### src/rtl/pattern_detect_ctrl_if.sv
// Configuration handshake, run control, serial data and status bundle
// for pattern_detect_ctrl.
interface pattern_detect_ctrl_if #(
  parameter int PAT_W = 4,
  parameter int CNT_W = 4
);
  logic             cfg_valid;
  logic [PAT_W-1:0] cfg_pattern;
  logic [CNT_W-1:0] cfg_limit;
  logic             cfg_ready;
  logic             start;
  logic             abort;
  logic             x;
  logic             x_valid;
  logic             z;
  logic [CNT_W-1:0] match_count;
  logic             busy;
  logic             done;

  modport master (
    output cfg_valid, cfg_pattern, cfg_limit, start, abort, x, x_valid,
    input  cfg_ready, z, match_count, busy, done
  );

  modport slave (
    input  cfg_valid, cfg_pattern, cfg_limit, start, abort, x, x_valid,
    output cfg_ready, z, match_count, busy, done
  );
endinterface

### src/rtl/pattern_detect_ctrl.sv
// Serial overlapping pattern detector with configurable pattern and match
// limit, sequenced by an IDLE/ARMED/RUN/DONE controller.
module pattern_detect_ctrl #(
  parameter int PAT_W = 4,
  parameter int CNT_W = 4
) (
  input logic                 clk,
  input logic                 rst,
  pattern_detect_ctrl_if.slave bus
);

  localparam int FILL_W = $clog2(PAT_W);
  localparam logic [FILL_W-1:0] FILL_MAX = FILL_W'(PAT_W - 1);

  typedef enum logic [1:0] {IDLE, ARMED, RUN, DONE} state_t;

  state_t             state;
  logic [PAT_W-1:0]   pattern;
  logic [CNT_W-1:0]   limit;
  logic [PAT_W-2:0]   history;
  logic [FILL_W-1:0]  fill;
  logic [CNT_W-1:0]   count;
  logic [PAT_W-1:0]   window;
  logic [CNT_W-1:0]   count_inc;
  logic               hit;

  assign window    = {history, bus.x};
  assign hit       = (state == RUN) && bus.x_valid && (fill == FILL_MAX) &&
                     (window == pattern);
  assign count_inc = (count == '1) ? count : count + 1'b1;

  assign bus.z           = hit;
  assign bus.match_count = count;
  assign bus.busy        = (state == RUN);
  assign bus.done        = (state == DONE);
  assign bus.cfg_ready   = (state == IDLE) || (state == ARMED);

  always_ff @(posedge clk or negedge rst) begin
    if (!rst) begin
      state   <= IDLE;
      pattern <= '0;
      limit   <= '0;
      history <= '0;
      fill    <= '0;
      count   <= '0;
    end else if (bus.abort) begin
      // Abort outranks start, cfg and a same-cycle match; config is retained.
      state <= IDLE;
      count <= '0;
    end else begin
      case (state)
        IDLE: begin
          if (bus.cfg_valid) begin
            pattern <= bus.cfg_pattern;
            limit   <= bus.cfg_limit;
            state   <= ARMED;
          end
        end
        ARMED: begin
          if (bus.cfg_valid) begin
            pattern <= bus.cfg_pattern;
            limit   <= bus.cfg_limit;
          end
          if (bus.start) begin
            state   <= RUN;
            history <= '0;
            fill    <= '0;
            count   <= '0;
          end
        end
        RUN: begin
          if (bus.x_valid) begin
            history <= window[PAT_W-2:0];
            if (fill != FILL_MAX) fill <= fill + 1'b1;
          end
          if (hit) begin
            count <= count_inc;
            if ((limit != '0) && (count_inc == limit)) state <= DONE;
          end
        end
        DONE: begin
          if (bus.start) begin
            state   <= RUN;
            history <= '0;
            fill    <= '0;
            count   <= '0;
          end
        end
        default: state <= IDLE;
      endcase
    end
  end

endmodule
### src/flat_wrapper.sv
// flat-port wrapper written by rule: the top's interface ports become plain ports
module pattern_detect_ctrl_flat 
#(
  parameter int PAT_W = 4,
  parameter int CNT_W = 4
)
  (clk, rst, bus_cfg_valid, bus_cfg_pattern, bus_cfg_limit, bus_start, bus_abort, bus_x, bus_x_valid, bus_cfg_ready, bus_z, bus_match_count, bus_busy, bus_done);
  pattern_detect_ctrl_if #(.PAT_W(PAT_W), .CNT_W(CNT_W)) bus_i ();
  input logic clk;
  input logic rst;
  input wire logic [$bits(bus_i.cfg_valid)-1:0] bus_cfg_valid;
  input wire logic [$bits(bus_i.cfg_pattern)-1:0] bus_cfg_pattern;
  input wire logic [$bits(bus_i.cfg_limit)-1:0] bus_cfg_limit;
  input wire logic [$bits(bus_i.start)-1:0] bus_start;
  input wire logic [$bits(bus_i.abort)-1:0] bus_abort;
  input wire logic [$bits(bus_i.x)-1:0] bus_x;
  input wire logic [$bits(bus_i.x_valid)-1:0] bus_x_valid;
  output wire logic [$bits(bus_i.cfg_ready)-1:0] bus_cfg_ready;
  output wire logic [$bits(bus_i.z)-1:0] bus_z;
  output wire logic [$bits(bus_i.match_count)-1:0] bus_match_count;
  output wire logic [$bits(bus_i.busy)-1:0] bus_busy;
  output wire logic [$bits(bus_i.done)-1:0] bus_done;
  assign bus_i.cfg_valid = bus_cfg_valid;
  assign bus_i.cfg_pattern = bus_cfg_pattern;
  assign bus_i.cfg_limit = bus_cfg_limit;
  assign bus_i.start = bus_start;
  assign bus_i.abort = bus_abort;
  assign bus_i.x = bus_x;
  assign bus_i.x_valid = bus_x_valid;
  assign bus_cfg_ready = bus_i.cfg_ready;
  assign bus_z = bus_i.z;
  assign bus_match_count = bus_i.match_count;
  assign bus_busy = bus_i.busy;
  assign bus_done = bus_i.done;
  pattern_detect_ctrl #(.PAT_W(PAT_W), .CNT_W(CNT_W)) u_core (.clk(clk), .rst(rst), .bus(bus_i));
endmodule
### config.mk
export PLATFORM = sky130hd
export DESIGN_NAME = pattern_detect_ctrl_flat
export DESIGN_NICKNAME = d
export VERILOG_FILES = /design/src/rtl/pattern_detect_ctrl_if.sv /design/src/rtl/pattern_detect_ctrl.sv /design/src/flat_wrapper.sv
export SDC_FILE = /design/constraint.sdc
export NUM_CORES = 1
export LEC_CHECK = 0
export ABC_CLOCK_PERIOD_IN_PS = 1800
export CAP_MARGIN = 25
export CORE_MARGIN = 1
export CORE_UTILIZATION = 49
export CTS_BUF_LIST = sky130_fd_sc_hd__clkbuf_4 sky130_fd_sc_hd__clkbuf_8 sky130_fd_sc_hd__clkbuf_16
export DETAILED_ROUTE_END_ITERATION = 12
export GPL_TIMING_DRIVEN = 0
export PLACE_DENSITY = 0.73
export SLEW_MARGIN = 5
export SYNTH_ARGS = -nofsm -noshare
export SYNTH_HDL_FRONTEND = slang
export SYNTH_SLANG_ARGS = --single-unit
### constraint.sdc
create_clock -name clk -period 1.8 [get_ports clk]
set_input_delay 0.45 -clock clk [delete_from_list [all_inputs] [get_ports clk]]
set_output_delay 0.45 -clock clk [all_outputs]
set_load 0.01 [all_outputs]
### Yosys cells after proc, flatten, opt, wreduce, memory -nomap -nowiden

Index checks and enable logic that the tools add are counted.

| cells by class | value |
|---|---|
| bitwise logic cells | 1 |
| equal/unequal tests | 15 |
| $add $sub $neg | 2 |
| multiplexer cells | 18 |
| reductions and logical operators | 16 |

Operator list:

| operator | number |
|---|---|
| 2-to-1 mux 2 bit | 8 |
| 2-to-1 mux 4 bit | 4 |
| == test 4 bit | 2 |
| case mux 4 bit (2 select lines) | 1 |
| AND reduction 4 bit | 2 |
| == test 2 bit (second input constant) | 3 |
| 2-to-1 mux 3 bit | 2 |
| != test 3 bit (second input constant) | 2 |
| case mux 2 bit (3 select lines) | 1 |
| case mux 3 bit (2 select lines) | 1 |
| AND reduction 3 bit | 2 |
| AND reduction 5 bit | 1 |
| adder 4 x 1 -> 4 bit (second input constant) | 1 |
| == test 4 bit (second input constant) | 1 |
| logical AND 1 bit | 4 |
| != test 2 x 1 -> 1 bit (second input constant) | 2 |
| != test 2 bit (second input constant) | 2 |
| case mux 2 bit (2 select lines) | 1 |
| nonzero test 4 bit | 1 |
| OR reduction 2 bit | 2 |
| != test 3 x 1 -> 1 bit (second input constant) | 1 |
| != test 3 x 2 -> 1 bit (second input constant) | 1 |
| nonzero test 3 bit | 1 |
| adder 2 x 1 -> 2 bit (second input constant) | 1 |
| other kinds (5) | 5 |

| word-level totals | value |
|---|---|
| logic and storage cells | 58 |
| bits in registers | 19 |
| bits of input ports | 15 |

### Logic depth before layout (Yosys ltp)

| logic depth | value |
|---|---|
| depth after elaboration | 8 |
| depth in mapped cells | 6 |

### Worst setup path after synthesis

Ideal clock, no wire load.

| path | value |
|---|---|
| path type | register to register |
| start | register u_core.count[0] (netlist: u_core.bus.match_count[0]) |
| end | register u_core.state[0] |
| period minus slack after synthesis | 1691 ps |
| required time | 1659 ps |
| buffers on the path | 0 |
| stages on the path, launching flop included | 6 |
| data arrival time | 1550 ps |
| library setup time | 141 ps |
| setup slack | 109 ps |
| cells stage by stage | dfrtp_1 > ha_1 > o21ai_1 > mux2_2 > a2bb2oi_1 > o32ai_2 |

| on the way | value |
|---|---|
| cells in the longest elaborated chain, start to end | 6 |
| elaborated cells between the ends (all ways) | 7 |
| those cells by class | add/sub (1); eq/ne (3); mux (1); reduce/logical (2) |

Ends and longest elaborated chain:

| what | RTL line | text |
|---|---|---|
| start: declaration | pattern_detect_ctrl.sv:22 | `logic [CNT_W-1:0] count;` |
| start signal: assignment | pattern_detect_ctrl.sv:77 | `count <= count_inc;` |
| adder 4 x 1 -> 4 bit / == test 4 bit (equally long branches) | pattern_detect_ctrl.sv:30 | `assign count_inc = (count == '1) ? count : count + 1'b1;` |
| 2-to-1 mux 4 bit * | pattern_detect_ctrl.sv:30 |  |
| == test 4 bit * | pattern_detect_ctrl.sv:78 | `if ((limit != '0) && (count_inc == limit)) state <= DONE;` |
| logical AND 1 bit * | pattern_detect_ctrl.sv:78 |  |
| != test 3 x 2 -> 1 bit (no source line) * | n/a |  |
| AND reduction 4 bit (no source line) * | n/a |  |
| end signal: assignment | pattern_detect_ctrl.sv:78 |  |
| end signal: assignment | pattern_detect_ctrl.sv:83 | `state <= RUN;` |
| end signal: assignment | pattern_detect_ctrl.sv:89 | `default: state <= IDLE;` |
| end: declaration | pattern_detect_ctrl.sv:17 | `state_t state;` |

Every way passes the cells marked *; elsewhere a longest branch is shown, timed or not.
A chain may end at the register's enable or synchronous reset.

### Final worst setup path

| path | value |
|---|---|
| start | register u_core.history[0] |
| end | output bus_z |

| on the way | value |
|---|---|
| cells in the longest elaborated chain, start to end | 2 |

Ends and longest elaborated chain:

| what | RTL line | text |
|---|---|---|
| start: declaration | pattern_detect_ctrl.sv:20 | `logic [PAT_W-2:0] history;` |
| start signal: assignment | pattern_detect_ctrl.sv:73 | `history <= window[PAT_W-2:0];` |
| == test 4 bit | pattern_detect_ctrl.sv:29 | `(window == pattern);` |
| logical AND 1 bit | pattern_detect_ctrl.sv:28 | `assign hit = (state == RUN) && bus.x_valid && (fill == FILL_MAX) &&` |
| end: declaration | flat_wrapper.sv:19 | `output wire logic [$bits(bus_i.z)-1:0] bus_z;` |

No other way between the ends.

==> impl_metrics.ini <==
[run_status]
outcome = complete, but fails checks
violations = setup timing

[hold_path]
min_from = bus_x
min_path_cells = 2
hold_end = u_core.history[0]
hold_path_class = primary input to flip-flop

[global_route]
grt.overflow.total = 0
grt_max_degree = 20
grt_pass1_vias = 883
grtUsageTotal = 0.2186
grt_pass1_wl_um = 3933
antenna_found_initial = 0

[synthesis]
synthCells = 101
synth.area.top_cells = dfrtp_1 44%, mux2_2 10%, mux2i_1 4.6%, xnor2_1 4.0%, nand2_1 2.8%
ys_seq_area_frac = 0.4373
synth_compound_area_frac = 0.1577
synth_top_area_cell = dfrtp_1
synthAdderAreaFrac = 0.02301
synthArstFlopShare = 1.000
synth_edf_count = 0
yosys-mux-area-fraction = 0.1496
ys_types = 34
synth_xor_area_frac = 0.06444
syn_avg_cell_area_um2 = 10.77
synthSimpleGateAreaFrac = 0.1438
synth_top_family_by_area = compound AO/OA/AOI/OAI gates
ys_ff_latch = 19
ys.flop_type = dfrtp_1
netlist.area_leader.share = 0.4373
yosys_warnings = 0
syn_area_um2 = 1087
syn_nets = 118

[final_layout]
final_nets = 153
syn_to_final_growth_pct = 37.05
layout-drive-gt1-share = 0.3333
n_antenna_cell = 0
final_cell_mix = 14 x clkdlybuf4s50_1, 14 x dfrtp_1, 10 x mux2_2
fin_cells = 162

[worst_setup_path]
rr_worst_depth = 6
crit_family = flip-flops
critPathRequiredTime_ns = 1.35
crit_chain = xnor2_2 > nand3_2 > nor4_4 > buf_2
crit_path_end_kind = output pin
reg2reg_to = u_core.state[0]
crit_fanout = 2
crit-reg2reg-launch = u_core.bus.match_count[0]
start_kind = flip-flop
r2r_setup_slack_ns = 0.09
path_buf_inv = 1
crit_arrival_ns = 1.51
cp_slowest_cell = dfrtp_1
crit_type = flip-flop to output pin
max_stage_delay_ns = 0.43

[die]
io_pins = 23
row_count = 16
die_h_um = 49.11
die_x_um = 49.11
core_area_um2 = 2022
initial_core_util = 0.5377
die-area_um2 = 2411

[drt]
wl_um = 2453
viasPerCell = 5.630
drcViolationCount = 0
wl_per_cell_um = 15.14
ant_nets = 0
vias = 912
drt-initial-drc-count = 17
firstDrtPassIters = 4

[sta]
grt_setup_unrepaired = yes
skew_ns = 0.001560
fmax_ghz = 0.5104
hold_slack_ns = 0.5410
setup_viol = 1
timing_hold_violations_final = 0
fin_crit_ns = 1.959
fin_ws_ns = -0.1593
slew_headroom = 0.4205
period_share = 1.089
worstMarginPinSlew_ns = 0.8666
slew_violations = 0

[place]
dp.final_hpwl_um = 1690
dp_cells = 149
routabilityCongestion = 0.7718
portBuffers = 21

[clocking]
cts_max_path_buffers = 2
cts_hold_buf = 0
clk_pin_slew_worst_paths_ns = 0.12
ctsHtreeMaxLevel = 1
cts_root_buf = clkbuf_4
cts.sinks = 19
numCtsBuffers = 3
cts_tree = done
clock_latency_ns = 0.30

[run]
cap_viol_max_count = 0

[pwr]
finalPower_mw = 1.134
power.leakage_nw = 0.6582
peakVddDrop_v = 0.0006253
powerDensity_nw_per_um2 = 761.0
## through the flow
stage	setup WS (ns)	area, um2	TNS, ns	util
final	-0.1593	1490	-0.1593	0.7370
after global placement	-0.9378	1331	-2.288	0.6584
after detailed placement	-0.9834	1331	-2.565	0.6584
after global routing	-0.2152	1490	-0.2152	0.7370
after CTS	-0.1632	1445	-0.1632	0.7147
after floorplan	0.1088	1087	0	-
## sequential cells by signal, indices dropped and copies added, names as in the netlist
register                cells
u_core.history              3
u_core.bus.match_count      4
u_core.limit                4
u_core.fill                 2
u_core.state                2
u_core.pattern              4
## power breakdown
part | internal, mW | switching (mW) | total, mW | leakage [nW]
logic | 0.195 | 0.151 | 0.346 | 0.406
clock network | 0.0827 | 0.142 | 0.225 | 0.0177
registers | 0.496 | 0.0672 | 0.563 | 0.234
total | 0.774 | 0.361 | 1.13 | 0.658
## layout make-up
cell class,instances,area [um2]
Timing Repair Buffer,30,266.5
Fill cell,151,531.8
Inverter,5,18.77
Clock buffer,3,22.52
Multi-Input combinational cell,75,644.4
Sequential cell,19,481.7
Clock inverter,1,5.005
Tap cell,27,33.78
Buffer,2,17.52
## worst max path at each step
stage | start | end | slack (ns) | depth (start not counted)
finish | u_core.history[0] | bus_z | -0.16 | 4
global route | u_core.history[0] | bus_z | -0.22 | 4
CTS | u_core.pattern[1] | bus_z | -0.16 | 4
detailed placement | bus_x | bus_z | -0.98 | 5
global placement | bus_x | bus_z | -0.94 | 5
floorplan | u_core.bus.match_count[0] | u_core.state[0] | 0.11 | 5
## worst reg2reg max path: stages (launching register included)
cell	delay (ns)
dfrtp_2	0.47
ha_2	0.24
nand2b_1	0.14
mux2i_1	0.24
xor2_1	0.18
o2111ai_1	0.14
o32ai_2	0.21
## cell usage after synthesis (3+ instances only)
cell type and n:
mux2i_1 5, nor2_1 6, xor2_1 3, dfrtp_1 19
mux2_2 10, nand2_1 8, inv_1 5, a22o_1 3
xnor2_1 5, o21ai_0 4, a21o_1 3, nand3_1 3
## logic make-up (layout without fill, tap and decap cells)
group	count (synthesis)	in the layout
buffers and inverters	7	41
AOI/OAI and AO/OA	22	22
DFF	19	19
and+or+nand+nor	28	28
adders and majority gates	2	2
xor gates and xnor gates	8	8
muxes	15	15
## routing by layer
| metal | vias to the layer above | share of wire | global-route usage |
|---|---|---|---|
| met4 | 0 | 0.021 | 0.09804 |
| li1 | 436 | - | - |
| met2 | 24 | 0.50 | 0.3630 |
| met5 | - | 0 | 0 |
| met1 | 446 | 0.44 | 0.2680 |
| met3 | 6 | 0.040 | 0.04984 |
## what timing repair did
action | in CTS | in global routing
gates resized for setup | 24 | 9
buffers inserted | 6 | 3
gates cloned | 0 | 0
endpoints found under the setup margin | 6 | 5
pin swaps | 4 | 1
Power figures use the tool's default switching activity.
==> RTL edit (config.mk and constraints unchanged) <==
`PAT_W` is set to 4 in 3 places; all go to 8.
--- a/src/rtl/pattern_detect_ctrl_if.sv
+++ b/src/rtl/pattern_detect_ctrl_if.sv
@@ -3,3 +3,3 @@
 interface pattern_detect_ctrl_if #(
-  parameter int PAT_W = 4,
+  parameter int PAT_W = 8,
   parameter int CNT_W = 4
--- a/src/rtl/pattern_detect_ctrl.sv
+++ b/src/rtl/pattern_detect_ctrl.sv
@@ -3,3 +3,3 @@
 module pattern_detect_ctrl #(
-  parameter int PAT_W = 4,
+  parameter int PAT_W = 8,
   parameter int CNT_W = 4
--- a/src/flat_wrapper.sv
+++ b/src/flat_wrapper.sv
@@ -3,3 +3,3 @@
 #(
-  parameter int PAT_W = 4,
+  parameter int PAT_W = 8,
   parameter int CNT_W = 4
Ports: changed (resized bus_cfg_pattern); port bits go from 23 to 27. No check against the original RTL was run, so the function may have changed too.
==> RTL edit against the unedited design <==
- the run still ends with negative setup slack left
- sequential cell count increased by 9
- power increased by 36%
- utilization decreased by 5.0 points
- wire length increased by 13%
- sequential share of layout area increased by 4.5 points
- synthesized area increased by 33%
- global-route usage decreased by 2.2 points
- design area increased by 28%
- non-clock buffer count increased by 7
- count of clock-buffer cells in the layout unchanged
- die area increased by 32%
- clock skew increased by 0.0044 ns
- worst setup slack improved by 0.013 ns
- cell count increased by 23%
- largest cell class unchanged
- largest power group unchanged
- highest routed layer unchanged
==> RTL edit: results (changes against the unedited design) <==
[cts]
clk_pin_slew_worst_paths_ns=0.15  ; was 0.12 ns
clkLatencyLatePin_ns=0.33  ; was 0.30 ns

[sta]
tightest_slew_ns=0.5595  ; was 0.8666 ns
setup_viol=1  ; unchanged
setup_ws_ns=-0.1466  ; was -0.1593 ns
timing.setup.tns_ns=-0.1466  ; was -0.1593 ns
clock_skew_ns=0.005996  ; was 0.001560 ns

[cells_and_area]
fin_nets=191  ; was 153
signal_buffers=39  ; was 32
seq_area_sq_um=704.4  ; was 481.7 sq um
fill_cells=206  ; was 151
n_sequential_cell=28  ; was 19
clock_cell_area_share_pct=2.750  ; was 1.847%
multi_input_gates=93  ; was 75
inverters=4  ; was 5
fin_area_sq_um=1911  ; was 1490 sq um
drive_gt1_share_pct=25.00  ; was 33.33%
multi_input_area_share_pct=38.44  ; was 43.24%
buf_share_pct=19.12  ; was 19.06%

[power_and_ir_drop]
p_leak_nw=0.8239  ; was 0.6582 nW
swShare_pct=25.94  ; was 31.79%
pg_seq_uw=792  ; was 563 uW
clockPowerShare_pct=26.4  ; was 19.8%

[logic_synthesis]
syn_inst=131  ; was 101
synth_common_cells=dfrtp_1 (28), mux2_2 (13), xnor2_1 (10)  ; was dfrtp_1 (19), mux2_2 (10), nand2_1 (8)
synth-xor-area-share_pct=7.260  ; was 6.444%
synth_nets=153  ; was 118
synth_cell_types=37  ; was 34
ys_seq_area_share_pct=48.40  ; was 43.73%
synthAdderAreaFrac_pct=2.593  ; was 2.301%
synth_mux_area_share_pct=10.80  ; was 14.96%

[routing]
met1_length_mm=1.321  ; was 1.087 mm
met2WireLength_mm=1.288  ; was 1.215 mm
wl_per_cell_microns=13.99  ; was 15.14 microns
drt_iter0_drc=38  ; was 17

[setup_path]
reg2reg_from=u_core.history[0]  ; was u_core.bus.match_count[0]
r2r_setup_slack_ns=0.13  ; was 0.09 ns
cp_max_fo=3  ; was 2
r2r-end=u_core.bus.match_count[1]  ; was u_core.state[0]

[placement]
hpwlAfterDp_mm=2.135  ; was 1.690 mm
io_buffers=25  ; was 21
post-place-ws_ns=-0.9025  ; was -0.9834 ns

[global_route]
grt_usage_pct=19.62  ; was 21.86%
gr-usage-met3_pct=2.535  ; was 4.984%

[run_status]
violations=negative setup slack  ; unchanged
status=finished, violations left  ; unchanged

[hold_path]
hold_class=input pin to async pin  ; was input pin to flop

==> RTL edit: cell types whose count changed in the layout (fill, tap and decap cells not counted), sizes merged, moves of 4 or more <==
| cell | before | now |
|---|---|---|
| a22o | 3 | 7 |
| dfrtp | 19 | 28 |
| clkdlybuf4s50 | 14 | 19 |
| mux2i | 5 | 1 |
| xnor2 | 5 | 10 |
==> RTL edit: how the worst min path moves through the flow <==
stage / from / endpoint / slack, ns / depth (start not counted)
floorplan: rst / u_core.bus.match_count[0] / 0.15 / 0
global placement: u_core.fill[2] / u_core.fill[2] / 0.49 / 2
detailed placement: u_core.fill[1] / u_core.fill[1] / 0.51 / 2
CTS: bus_abort / u_core.state[1] / 0.45 / 2
global route: rst / u_core.fill[0] / 0.47 / 1
finish: rst / u_core.fill[0] / 0.46 / 1
==> RTL edit: timing repair <==
item / 4_1_cts / 5_1_grt
pin swaps: 2 / 3
buffers inserted: 5 / 2
endpoints found under the setup margin: 11 / 16
resized for setup: 16 / 7
